[src/rtl/decision_unit.sv]
// Decision responder: finds the lowest-index unassigned variable, raises the decision level and
// issues one assignment per request. Define DECISION_PHASE_SAVE_EN to decide with saved phases.
module decision_unit #(
    parameter int unsigned NUM_VARS      = 8,
    parameter int unsigned WIDTH_VAR_IDX = 3,
    parameter int unsigned NUM_CLAUSES   = 8,
    parameter int unsigned WIDTH_LVL     = 16
) (
    input  logic                     clk,
    input  logic                     rst,
    input  logic                     start_decision_i,
    output logic                     done_decision_o,
    input  logic [2*NUM_VARS-1:0]    var_state_i,
    input  logic [NUM_CLAUSES-1:0]   clause_sat_i,
    output logic                     all_c_is_sat_o,
    output logic [WIDTH_LVL-1:0]     cur_lvl_o,
    input  logic                     bkt_lvl_valid_i,
    input  logic [WIDTH_LVL-1:0]     bkt_lvl_i,
    output logic                     assign_valid_o,
    output logic [WIDTH_VAR_IDX-1:0] assign_var_o,
    output logic                     assign_value_o,
    output logic [WIDTH_LVL-1:0]     assign_lvl_o,
    output logic                     no_free_var_o,
    output logic                     lvl_ovf_o
);

    typedef enum logic [1:0] {StIdle, StScan, StAssign, StDone} state_e;

    state_e                   state_q;
    logic [WIDTH_VAR_IDX-1:0] ptr_q;
    logic [WIDTH_VAR_IDX-1:0] idx_q;
    logic [WIDTH_LVL-1:0]     cur_lvl_q;
    logic [1:0]               ptr_state;
    logic                     ptr_last;
    logic                     lvl_max;
    logic [WIDTH_LVL-1:0]     lvl_next;
    logic                     assign_active;
    logic                     phase_bit;

    always_comb begin
        ptr_state = 2'b00;
        for (int unsigned k = 0; k < NUM_VARS; k++) begin
            if (ptr_q == WIDTH_VAR_IDX'(k)) begin
                ptr_state = var_state_i[2*k +: 2];
            end
        end
    end

    assign ptr_last = (ptr_q == WIDTH_VAR_IDX'(NUM_VARS - 1));
    assign lvl_max  = &cur_lvl_q;
    assign lvl_next = lvl_max ? cur_lvl_q : cur_lvl_q + WIDTH_LVL'(1);

    always_ff @(posedge clk or negedge rst) begin
        if (!rst) begin
            state_q         <= StIdle;
            ptr_q           <= '0;
            idx_q           <= '0;
            cur_lvl_q       <= '0;
            done_decision_o <= 1'b0;
            no_free_var_o   <= 1'b0;
            lvl_ovf_o       <= 1'b0;
        end else begin
            done_decision_o <= 1'b0;
            // Backtrack load wins over the ASSIGN increment below.
            if (bkt_lvl_valid_i) begin
                cur_lvl_q <= bkt_lvl_i;
            end
            unique case (state_q)
                StIdle: begin
                    if (start_decision_i) begin
                        state_q       <= StScan;
                        ptr_q         <= '0;
                        no_free_var_o <= 1'b0;
                    end
                end
                StScan: begin
                    if (bkt_lvl_valid_i) begin
                        state_q <= StIdle;
                    end else if (ptr_state == 2'b00) begin
                        idx_q   <= ptr_q;
                        state_q <= StAssign;
                    end else if (ptr_last) begin
                        state_q         <= StDone;
                        no_free_var_o   <= 1'b1;
                        done_decision_o <= 1'b1;
                    end else begin
                        ptr_q <= ptr_q + WIDTH_VAR_IDX'(1);
                    end
                end
                StAssign: begin
                    if (bkt_lvl_valid_i) begin
                        state_q <= StIdle;
                    end else begin
                        if (lvl_max) begin
                            lvl_ovf_o <= 1'b1;
                        end else begin
                            cur_lvl_q <= lvl_next;
                        end
                        state_q         <= StDone;
                        done_decision_o <= 1'b1;
                    end
                end
                StDone: begin
                    state_q <= StIdle;
                end
                default: begin
                    state_q <= StIdle;
                end
            endcase
        end
    end

    always_ff @(posedge clk or negedge rst) begin
        if (!rst) begin
            all_c_is_sat_o <= 1'b0;
        end else begin
            all_c_is_sat_o <= &clause_sat_i;
        end
    end

`ifdef DECISION_PHASE_SAVE_EN
    logic [NUM_VARS-1:0] phase_q;

    always_ff @(posedge clk or negedge rst) begin
        if (!rst) begin
            phase_q <= '0;
        end else begin
            for (int unsigned k = 0; k < NUM_VARS; k++) begin
                if (var_state_i[2*k +: 2] == 2'b01 || var_state_i[2*k +: 2] == 2'b10) begin
                    phase_q[k] <= var_state_i[2*k+1];
                end
            end
        end
    end

    always_comb begin
        phase_bit = 1'b0;
        for (int unsigned k = 0; k < NUM_VARS; k++) begin
            if (idx_q == WIDTH_VAR_IDX'(k)) begin
                phase_bit = phase_q[k];
            end
        end
    end
`else
    assign phase_bit = 1'b0;
`endif

    // The pulse is suppressed in the cycle a backtrack aborts the assignment.
    assign assign_active  = (state_q == StAssign) && !bkt_lvl_valid_i;
    assign assign_valid_o = assign_active;
    assign assign_var_o   = assign_active ? idx_q : '0;
    assign assign_lvl_o   = assign_active ? lvl_next : '0;
    assign assign_value_o = assign_active & phase_bit;
    assign cur_lvl_o      = cur_lvl_q;

endmodule

[config.mk]
export PLATFORM = sky130hd
export DESIGN_NAME = decision_unit
export DESIGN_NICKNAME = d
export VERILOG_FILES = /design/src/rtl/decision_unit.sv
export SDC_FILE = /design/constraint.sdc
export NUM_CORES = 1
export LEC_CHECK = 0
export BUFFER_PORTS_ARGS = -buffer_cell sky130_fd_sc_hd__buf_2
export CAP_MARGIN = 20
export CORE_AREA = 2 2 73 75
export CTS_CLUSTER_SIZE = 24
export DETAILED_ROUTE_END_ITERATION = 8
export DIE_AREA = 0 0 75 77
export PLACE_DENSITY = 0.79
export SLEW_MARGIN = 15
export SYNTH_ARGS = -nofsm -noshare
export SYNTH_HDL_FRONTEND = slang
export SYNTH_SLANG_ARGS = --single-unit
[constraint.sdc]
create_clock -name clk -period 2.1 [get_ports clk]
set_clock_uncertainty 0.05 [all_clocks]
set_input_delay 0.42 -clock clk [delete_from_list [all_inputs] [get_ports clk]]
set_output_delay 0.42 -clock clk [all_outputs]
set_load 0.05 [all_outputs]
==> reports/qor.yml, run 1 <==
wirelength_um: 8110
ir_drop_mv: 0.514
insertion_delay_ns: 0.28
finalHoldViolations: 0
relSlewSlack: 0.573
antennaDiodeCount: 0
syn_area_per_cell_sq_um: 8.48
max_freq_mhz: 396
numCtsBuffers: 3
synthFlopType: "dfrtp_1"
io_buffers: 83
gr-usage-met1: 0.346
synth_edf_count: 0
clk_pin_slew_ns: 0.10
initial_core_util: 0.428
synthTopCellsByCount: "nand2_1, dfrtp_1, nor2_1"
num_vias: 2538
cts_buffer_depth: 2
pwr-share-comb: 0.679
viasPerCell: 5.38
clock_sinks: 28
critPathLaunchType: "flip-flop"
synth-seq-area-share: 0.329
regArea_sq_um: 719
internal_power_mw: 1.80
dp_hpwl_um: 5020
pre_cts_slack_ns: -0.208
place_congestion: 0.847
path_max_fanout: 3
gr-total-overflow: 0
fin_crit_sh: 1.20
status: "finished, violations left"
synth_nets: 306
ios: 85
drtIter0Drc: 155
worstPathArrival_ns: 2.05
n_fill_cell: 277
power_switching_mw: 1.45
wire_per_inst_um: 17.2
finalMaxSlewViolations: 0
setup_ws_ns: -0.424
core_sq_um: 4980
worstSetupPathType: "flip-flop to primary output"
ys_types: 47
utilization: 0.802
die_x_um: 75
busiest_layer: "met2"
finalSetupViolations: 30
htreeDepth: 1
p_per_area_nw_per_um2: 812
seq_power_share: 0.226
ys_ff_latch: 28
root_buffer: "clkbuf_8"
clock_power_share: 0.095
ys_async_sr_fraction: 1.00
dpl_cell_area_sq_um: 3180
fin_crit_ns: 2.52
final_layout_size_suffix_gt1_frac: 0.662
max-cap-violations: 0
rsz0062_at_grt: "yes"
ys.warnings.count: 0
drc: 0
netlist_area_sq_um: 2130
cts_tree: "done"
synthToLayoutAreaGrowth_pct: 87.7
tightest_slew_ns: 0.640
grtUsageTotal: 0.256
use_met3: 0.0223
synth_area_leaders: "dfrtp_1, ha_1, nand2_1, xnor2_1, xor2_1"
critPathCaptureType: "primary output"
grt_max_degree: 29
yosysMostFrequentCell: "nand2_1"
hp-class: "input port to asynchronous set/reset pin"
swShare: 0.446
antenna_found_initial: 0
multiInputGateArea_sq_um: 1910
synthCells: 251
synth_top_area_frac: 0.329
grt_use_met2: 0.428
dr.pass1.iters: 4
rows: 26
grt_pass1_vias: 2463
violations: "setup timing"
grt_first_pass_wirelength_um: 11700
crit_required_ns: 1.63
yosys.area.top_type: "dfrtp_1"
antenna_left: 0
fp.dieH_um: 77
fin_area_sq_um: 3990
total_leakage_power_nw: 1.77
layout.nets: 458
die_area_sq_um: 5780
## layout by cell type (no fill, tap or decap), drive strengths merged, types with 2 or more instances in the layout
master	instances
clkbuf	4
and2	6
a211oi	2
xnor2	14
a21oi	12
a31o	2
mux2	3
a2111o	2
nand2	35
o21a	2
nor2	21
and2b	3
buf	160
dfrtp	28
nand3	8
o21ai	19
and4	4
and3	5
nand2b	3
xor2	11
nor3	4
o31a	2
nand4	8
ha	11
mux2i	6
o22ai	2
a31oi	2
a21o	3
inv	9
## registers in the layout, indices dropped and copies added, names as in the netlist
name	flops
lvl_ovf_o	1
all_c_is_sat_o	1
ptr_q	3
no_free_var_o	1
idx_q	3
done_decision_o	1
cur_lvl_o	16
state_q	2
## final timing paths
check                                              from                       end  slack, ns  cells after the start
worst max-delay path            cur_lvl_o[12]$_DFF_PN0_          assign_lvl_o[11]      -0.42                      7
worst min-delay path                                rst  all_c_is_sat_o$_DFF_PN0_       0.11                      1
worst max register to register     ptr_q[0]$_DFFE_PN0P_      ptr_q[0]$_DFFE_PN0P_      -0.23                      8
worst min register to register    lvl_ovf_o$_DFFE_PN0P_     lvl_ovf_o$_DFFE_PN0P_       0.45                      1
max in group asynchronous                           rst   cur_lvl_o[10]$_DFF_PN0_       1.44                      1
min in group clk                          bkt_lvl_i[13]   cur_lvl_o[13]$_DFF_PN0_       0.30                      3
## final cells by class
cell class,instances,area share
multi-input cells,200,0.478
repair buffers,160,0.298
flip-flops and latches,28,0.180
well taps,70,0.0219
clock buffers,4,0.0113
inverters,10,0.0103
## routing by layer
layer | share of wire | vias up
met2 | 0.50 | 126
met5 | 0 | -
li1 | - | 1178
met3 | 0.061 | 21
met1 | 0.41 | 1213
met4 | 0.031 | 0
## worst max-delay path, cell delays in order (launching register included)
cell	delay, ns
dfrtp_2	0.43
and4_4	0.21
and2_4	0.15
a2111oi_4	0.37
nand3_1	0.17
xor2_2	0.18
nor2_4	0.12
buf_8	0.15
## stage by stage
step	power, mW	setup TNS [ns]	instances	hold slack [ns]
global route	3.40	-8.98	472	0.153
detailed placement	2.28	-2.28	443	0.418
floorplan	1.75	-3.50	251	0.0744
CTS	3.00	-5.83	460	0.128
global placement	2.21	-1.26	443	0.413
finish	3.24	-6.92	472	0.106
## power by group through the flow
stage / Combinational (mW) / Sequential, mW / Clock, mW
3_3_place_gp: 1.50 / 0.711 / 0
4_1_cts: 1.97 / 0.717 / 0.304
6_report: 2.20 / 0.733 / 0.307
2_1_floorplan: 0.893 / 0.859 / 0
5_1_grt: 2.33 / 0.739 / 0.332
3_5_place_dp: 1.56 / 0.721 / 0
## timing repair
action                                 4_1_cts  5_1_grt
resized for setup                           97       22
pin swaps                                   26       16
setup endpoints to repair                   29       37
setup buffers                               13       14
endpoints found under the hold margin        0        0
hold buffers                                 0        0
## logic make-up (layout without fill, tap and decap cells)
kind of cell	count (synthesis)	count (layout)	share of synthesized area
flip-flops	28	28	0.329
adder cells (fa/ha/maj)	11	11	0.0647
AND/OR/NAND/NOR	100	100	0.239
buffers and inverters	23	174	0.0459
XOR/XNOR	25	25	0.103
other	1	1	0.00176
multiplexers	9	9	0.0441
AO/OA/AOI/OAI	54	54	0.172
No activity file was read; power rests on OpenSTA's default activity.
==> inputs of run 2 (changes only) <==
--- a/config.mk
+++ b/config.mk
@@ -7,11 +7,14 @@
 export LEC_CHECK = 0
 export BUFFER_PORTS_ARGS = -buffer_cell sky130_fd_sc_hd__buf_2
 export CAP_MARGIN = 20
-export CORE_AREA = 2 2 73 75
+export CELL_PAD_IN_SITES_DETAIL_PLACEMENT = 0
+export CELL_PAD_IN_SITES_GLOBAL_PLACEMENT = 1
+export CORE_AREA = 2 2 85 87
 export CTS_CLUSTER_SIZE = 24
 export DETAILED_ROUTE_END_ITERATION = 8
-export DIE_AREA = 0 0 75 77
-export PLACE_DENSITY = 0.79
+export DIE_AREA = 0 0 87 89
+export MAX_ROUTING_LAYER = met4
+export PLACE_DENSITY = 0.8
 export SLEW_MARGIN = 15
 export SYNTH_ARGS = -nofsm -noshare
 export SYNTH_HDL_FRONTEND = slang
==> run 2 against run 1 <==
Compared with the run above:
- die area rose by 34%
- the flow still finishes with violations (setup timing)
- non-clock buffer count rose by 11
- combinational power fell by 5%
- clock power rose by 45%
- sequential share of layout area fell by 0.54 points
- via count fell by 4.8%
- register-to-register slack improved by 0.04 ns
==> reports/qor.yml, run 2 (synthesis results as in run 1) <==
status: "finished, violations left"
violations: "setup timing"
relSlewSlack: 0.557  # -0.0164
finalMaxSlewViolations: 0  # unchanged
dp_hpwl_um: 5040  # +0.50%
total_leakage_power_nw: 1.85  # +4.2%
clk_pin_slew_ns: 0.11  # about the same
worstSetupPathType: "flip-flop to primary output"
tightest_slew_ns: 0.665  # +0.0247 ns
core_sq_um: 6720  # +35%
finalSetupViolations: 26  # -13%
grt_first_pass_wirelength_um: 11300  # -3.6%
power_switching_mw: 1.37  # -5.1%
antenna_left: 0  # unchanged
ir_drop_mv: 0.452  # -12%
dr.pass1.iters: 4  # unchanged
pwr-share-comb: 0.641  # -0.038
n_fill_cell: 552  # +99%
regArea_sq_um: 721  # +0.17%
largest_reg_flops: 16  # unchanged
rsz0062_at_grt: "yes"
cts_tree: "done"
multiInputGateArea_sq_um: 1900  # -0.59%
drc: 0  # unchanged
cts_buffer_depth: 2  # unchanged
rows: 30  # +15%
whs_ns: 0.110  # +0.00428 ns
path_cells: "ha_4 -> buf_6 -> a2111oi_4 -> nand3_2 -> xor2_2 -> nor2_4 -> buf_8"
die_area_sq_um: 7740  # +34%
synthToLayoutAreaGrowth_pct: 93.8
insertion_delay_ns: 0.28  # about the same
dp_cells: 463  # +4.5%
path_max_fanout: 3  # unchanged
swShare: 0.423  # -0.0230
cpMaxStageDelayCell: "dfrtp_2"
antennaDiodeCount: 0  # unchanged
clock_sinks: 28  # unchanged
wirelength_um: 7190  # -11%
max_freq_mhz: 405  # +2.3%
finalHoldViolations: 0  # unchanged
worstPathArrival_ns: 2.00  # -0.05 ns
grt_pass1_vias: 2400  # -2.6%
fin_crit_ns: 2.47  # -0.0566 ns
crit_required_ns: 1.63  # about the same
antenna_found_initial: 0  # unchanged
internal_power_mw: 1.87  # +4.2%
wire_per_inst_um: 14.6  # -15%
numCtsBuffers: 3  # unchanged
power_mw: 3.25  # about the same
drtIter0Drc: 51  # -67%
clock_power_share: 0.137  # +0.042
viasPerCell: 4.90  # -8.9%
fin_crit_sh: 1.17  # -0.0270
critPathTopFamily: "flip-flops"
root_buffer: "clkbuf_8"
htreeDepth: 1  # unchanged
grtUsageTotal: 0.188  # -0.0682
critPathCaptureType: "primary output"
final_layout_size_suffix_gt1_frac: 0.671  # +0.00901
p_per_area_nw_per_um2: 787  # -3.1%
instances_no_fill: 493  # +4.4%
layout.nets: 469  # +2.4%
slowest_delay_ns: 0.45  # +0.02 ns
pre_cts_slack_ns: -0.195  # +0.0127 ns
place_congestion: 0.872  # +2.8%
critPathLaunchType: "flip-flop"
fp.dieH_um: 89  # +16%
seq_power_share: 0.222  # -0.004
grt_max_degree: 34  # +17%
die_x_um: 87  # +16%
initial_core_util: 0.317  # -0.111
num_vias: 2415  # -4.8%
setup_ws_ns: -0.367  # +0.0566 ns
hp-class: "input port to asynchronous set/reset pin"
final_common_cell: "buf_4"
max-cap-violations: 0  # unchanged
path_buf_inv: 2  # +1
final_cell_mix: "buf_4, buf_2, nand2_1, buf_6, o21ai_0"
gr-total-overflow: 0  # unchanged
ios: 85  # unchanged
io_buffers: 83  # unchanged
==> run 2: cell types whose count changed in the layout (fill, tap and decap cells not counted), moves of 2 or more <==
| cell | change |
|---|---|
| inv_2 | -2 |
| mux2_4 | -3 |
| buf_6 | +8 |
| buf_4 | +2 |
| nand3_1 | -2 |
| mux2_2 | +3 |
| nor3_2 | -2 |
| buf_8 | +2 |
| buf_12 | -2 |
| nor3_1 | +2 |
==> run 2: repair_timing <==
item | 4_1_cts | 5_1_grt
setup endpoints to repair | 29 | 29
gates resized for setup | 107 | 21
setup buffers | 13 | 14
hold buffers | 0 | 0
pin swaps | 37 | 26
==> run 2: power groups by stage <==
stage	logic, mW	clock network [mW]	registers [mW]
after floorplan	0.893	0	0.859
after global placement	1.56	0	0.712
after detailed placement	1.59	0	0.721
after CTS	1.92	0.454	0.720
after global routing	2.23	0.479	0.733
final	2.08	0.445	0.720
==> run 2: area by class of cell <==
type / instances / share of cell area
repair buffers: 171 / 0.313
clock buffers: 3 / 0.0100
flip-flops and latches: 28 / 0.175
inverters: 10 / 0.0106
well taps: 80 / 0.0243
multi-input cells: 200 / 0.460
clock inverters: 1 / 0.00728
==> run 2: worst paths after layout <==
kind / from / slack (ns) / endpoint / depth (start not counted)
max: cur_lvl_o[0]$_DFF_PN0_ / -0.37 / assign_lvl_o[11] / 7
min: rst / 0.11 / lvl_ovf_o$_DFFE_PN0P_ / 1
max reg2reg: ptr_q[0]$_DFFE_PN0P_ / -0.19 / ptr_q[0]$_DFFE_PN0P_ / 8
min reg2reg: lvl_ovf_o$_DFFE_PN0P_ / 0.43 / lvl_ovf_o$_DFFE_PN0P_ / 1
max in group asynchronous: rst / 1.42 / ptr_q[1]$_DFFE_PN0P_ / 1
min in group clk: bkt_lvl_i[14] / 0.29 / cur_lvl_o[14]$_DFF_PN0_ / 3
==> run 2: per-layer routing <==
metal	routed length, um	global-route usage
met3	248	0.0139
met1	3250	0.244
met5	0	-
met4	92	0.0469
met2	3600	0.320
==> run 2: per-stage QoR <==
| stage | cell area, sq um | TNS, ns | util |
|---|---|---|---|
| after floorplan | 2360 | -3.50 | - |
| after global placement | 3270 | -1.09 | 0.486 |
| after detailed placement | 3270 | -1.97 | 0.486 |
| after CTS | 3920 | -4.85 | 0.583 |
| after global routing | 4130 | -6.88 | 0.614 |
| final | 4130 | -5.10 | 0.614 |
==> inputs of run 3 (changes only) <==
--- a/config.mk
+++ b/config.mk
@@ -5,16 +5,17 @@
 export SDC_FILE = /design/constraint.sdc
 export NUM_CORES = 1
 export LEC_CHECK = 0
+export ABC_AREA = 1
 export BUFFER_PORTS_ARGS = -buffer_cell sky130_fd_sc_hd__buf_2
 export CAP_MARGIN = 20
 export CELL_PAD_IN_SITES_DETAIL_PLACEMENT = 0
 export CELL_PAD_IN_SITES_GLOBAL_PLACEMENT = 1
-export CORE_AREA = 2 2 85 87
+export CORE_AREA = 2 2 89 91
 export CTS_CLUSTER_SIZE = 24
 export DETAILED_ROUTE_END_ITERATION = 8
-export DIE_AREA = 0 0 87 89
+export DIE_AREA = 0 0 91 93
 export MAX_ROUTING_LAYER = met4
-export PLACE_DENSITY = 0.8
+export PLACE_DENSITY = 0.78
 export SLEW_MARGIN = 15
 export SYNTH_ARGS = -nofsm -noshare
 export SYNTH_HDL_FRONTEND = slang
==> run 3 against run 2 <==
Compared with the run above:
- the flow still finishes with violations (setup timing)
- sequential share of layout area up 0.16 points
- die area grew 9.3%
- utilization down 7.6 points
- cell count up 14%
- flip-flop and latch count is the same
- sequential power increased by 12%
- global-route usage down 1.2 points
==> reports/qor.yml, run 3 <==
final_cell_mix: "buf_2, nand2_1, buf_4, inv_1, nor2_4"
pwr-share-comb: 0.657  # +0.016
ys_ff_latch: 28  # unchanged
crit_required_ns: 1.63  # about the same
path_max_fanout: 4  # +1
finalHoldViolations: 0  # unchanged
status: "finished, violations left"
multiInputGateArea_sq_um: 1820  # -4.1%
ys_async_sr_fraction: 1.00  # unchanged
die_area_sq_um: 8460  # +9.3%
max-cap-violations: 0  # unchanged
place_congestion: 0.822  # -5.6%
critPathCaptureType: "primary output"
fin_crit_ns: 2.58  # +0.108 ns
antenna_found_initial: 0  # unchanged
insertion_delay_ns: 0.29  # about the same
antennaDiodeCount: 0  # unchanged
initial_core_util: 0.288  # -0.0287
startpoint: "cur_lvl_o[0]$_DFF_PN0_"
synthToLayoutAreaGrowth_pct: 86.8
root_buffer: "clkbuf_8"
numCtsBuffers: 3  # unchanged
synth-seq-area-share: 0.323  # -0.00608
instances_no_fill: 562  # +14%
n_fill_cell: 703  # +27%
syn_area_per_cell_sq_um: 6.97  # -18%
grt_max_degree: 29  # -15%
rows: 32  # +6.7%
final_layout_size_suffix_gt1_frac: 0.576  # -0.0946
htreeDepth: 1  # unchanged
relSlewSlack: 0.512  # -0.0451
yosys.area.top_type: "dfrtp_1"
ys.warnings.count: 0  # unchanged
ios: 85  # unchanged
utilization: 0.538  # -0.0757
clock_power_share: 0.123  # -0.014
clock_sinks: 28  # unchanged
clk_pin_slew_ns: 0.11  # about the same
worstSetupPathType: "flip-flop to primary output"
fin_crit_sh: 1.23  # +0.0515
synth_nets: 366  # +20%
critPathLaunchType: "flip-flop"
cts_hold_buf: 0  # unchanged
yosysMostFrequentCell: "nand2_1"
grt_pass1_vias: 2472  # +3.0%
antenna_left: 0  # unchanged
power_mw: 3.69  # +14%
gr-total-overflow: 0  # unchanged
hp-class: "input port to asynchronous set/reset pin"
synthTopCellsByCount: "nand2_1, inv_1, nor2_1"
seq_power_share: 0.219  # -0.003
max_freq_mhz: 388  # -4.2%
dr.pass1.iters: 4  # unchanged
finalSetupViolations: 16  # -38%
reg2reg_depth: 13  # +5
cts_buffer_depth: 2  # unchanged
num_vias: 2643  # +9.4%
core_sq_um: 7530  # +12%
total_leakage_power_nw: 1.95  # +5.2%
setup_ws_ns: -0.475  # -0.108 ns
fin_setup_tns_ns: -6.40  # -1.30 ns
drc: 0  # unchanged
synth_area_leaders: "dfrtp_1, nand2_1, inv_1, ha_1, nor2_1"
fp.dieH_um: 93  # +4.5%
r2r_slack_ns: 0.11  # +0.30 ns
dp_hpwl_um: 5290  # +4.8%
synthFlopType: "dfrtp_1"
dp_cells: 536  # +16%
worstPathArrival_ns: 2.11  # +0.11 ns
internal_power_mw: 1.87  # -0.29%
synth_top_area_frac: 0.323  # -0.00608
pre_cts_slack_ns: -0.330  # -0.135 ns
reg2reg_from: "ptr_q[0]$_DFFE_PN0P_"
regArea_sq_um: 714  # -0.87%
swShare: 0.493  # +0.0707
rsz0062_at_grt: "yes"
synth_edf_count: 0  # unchanged
wire_per_inst_um: 13.8  # -5.4%
ir_drop_mv: 0.353  # -22%
die_x_um: 91  # +4.6%
largest_reg_flops: 16  # unchanged
violations: "setup timing"
tightest_slew_ns: 0.732  # +0.0677 ns
drtIter0Drc: 147  # +190%
viasPerCell: 4.70  # -4.0%
ys_types: 41  # -13%
io_buffers: 83  # unchanged
layout.nets: 516  # +10%
p_per_area_nw_per_um2: 911  # +16%
grtUsageTotal: 0.177  # -0.0116
synthCells: 311  # +24%
wirelength_um: 7750  # +7.8%
cts_tree: "done"
power_switching_mw: 1.82  # +33%
netlist_area_sq_um: 2170  # +1.9%
grt_first_pass_wirelength_um: 11700  # +4.4%
final_common_cell: "buf_2"
finalMaxSlewViolations: 0  # unchanged
[run 3: changes by cell type in the layout (fill, tap and decap cells not counted), moves of 6 or more]
cell and change:
xor2_1 -8, inv_1 +26, o21ai_1 +8, nor2_4 +7
nor2_1 +9, nand2_1 +29, nand3_1 +8, o21ai_2 +6
buf_4 -12, buf_6 -6, o21ai_0 -6, inv_2 +10
[run 3: final timing paths]
kind / to
worst min register to register: lvl_ovf_o$_DFFE_PN0P_
worst max register to register: idx_q[0]$_DFFE_PN0P_
worst min-delay path: cur_lvl_o[9]$_DFF_PN0_
min in group clk: all_c_is_sat_o$_DFF_PN0_
max in group asynchronous: cur_lvl_o[5]$_DFF_PN0_
worst max-delay path: assign_lvl_o[14]
[run 3: power groups by stage]
stage / logic (mW) / clock network, mW / registers, mW
finish: 2.43 / 0.456 / 0.808
global route: 2.63 / 0.485 / 0.825
CTS: 2.13 / 0.465 / 0.778
detailed placement: 1.95 / 0 / 0.789
global placement: 1.93 / 0 / 0.785
floorplan: 1.08 / 0 / 1.04
[run 3: per-stage QoR]
| stage | hold slack (ns) | instance area, sq um |
|---|---|---|
| after global placement | 0.407 | 3230 |
| final | 0.115 | 4050 |
| after global routing | 0.166 | 4050 |
| after floorplan | 0.0744 | 2370 |
| after CTS | 0.137 | 3720 |
| after detailed placement | 0.401 | 3230 |
[run 3: area by class of cell]
| type | instances | share of cell area |
|---|---|---|
| clock inverters | 1 | 0.00741 |
| clock buffers | 3 | 0.0102 |
| well taps | 102 | 0.0315 |
| inverters | 49 | 0.0506 |
| repair buffers | 152 | 0.275 |
| multi-input cells | 227 | 0.449 |
| flip-flops and latches | 28 | 0.176 |
[run 3: critical path, cell delays in order, from the launching register on]
cell     delay [ns]
dfrtp_2        0.41
ha_4           0.15
nand2_2        0.06
inv_2          0.08
nand3_4        0.07
nor3_4         0.12
buf_6          0.14
buf_6          0.13
nand3_4        0.08
nor2_4         0.11
xor2_2         0.22
a21oi_4        0.08
buf_6          0.16
[run 3: logic make-up after synthesis]
family                     after synthesis  share of synthesized area
and+or+nand+nor                        156                      0.330
buffers and inverters                   57                      0.106
AOI/OAI and AO/OA                       46                      0.125
DFF                                     28                      0.323
adders and majority gates               11                     0.0635
xor gates and xnor gates                 8                     0.0323
muxes                                    4                     0.0185
other                                    1                    0.00173
[run 3: what timing repair did]
item / in CTS / in global routing
cloned: 1 / 0
endpoints found under the setup margin: 19 / 39
setup buffers: 12 / 11
hold endpoints to repair: 0 / 0
pin swaps: 21 / 39
gates resized for setup: 82 / 66
[run 3: metal layers]
| metal | GRT usage | part of all wire | up-vias |
|---|---|---|---|
| li1 | - | - | 1305 |
| met1 | 0.216 | 0.42 | 1267 |
| met2 | 0.310 | 0.53 | 63 |
| met5 | - | 0 | - |
| met3 | 0.0226 | 0.036 | 8 |
| met4 | 0.0467 | 0.013 | 0 |
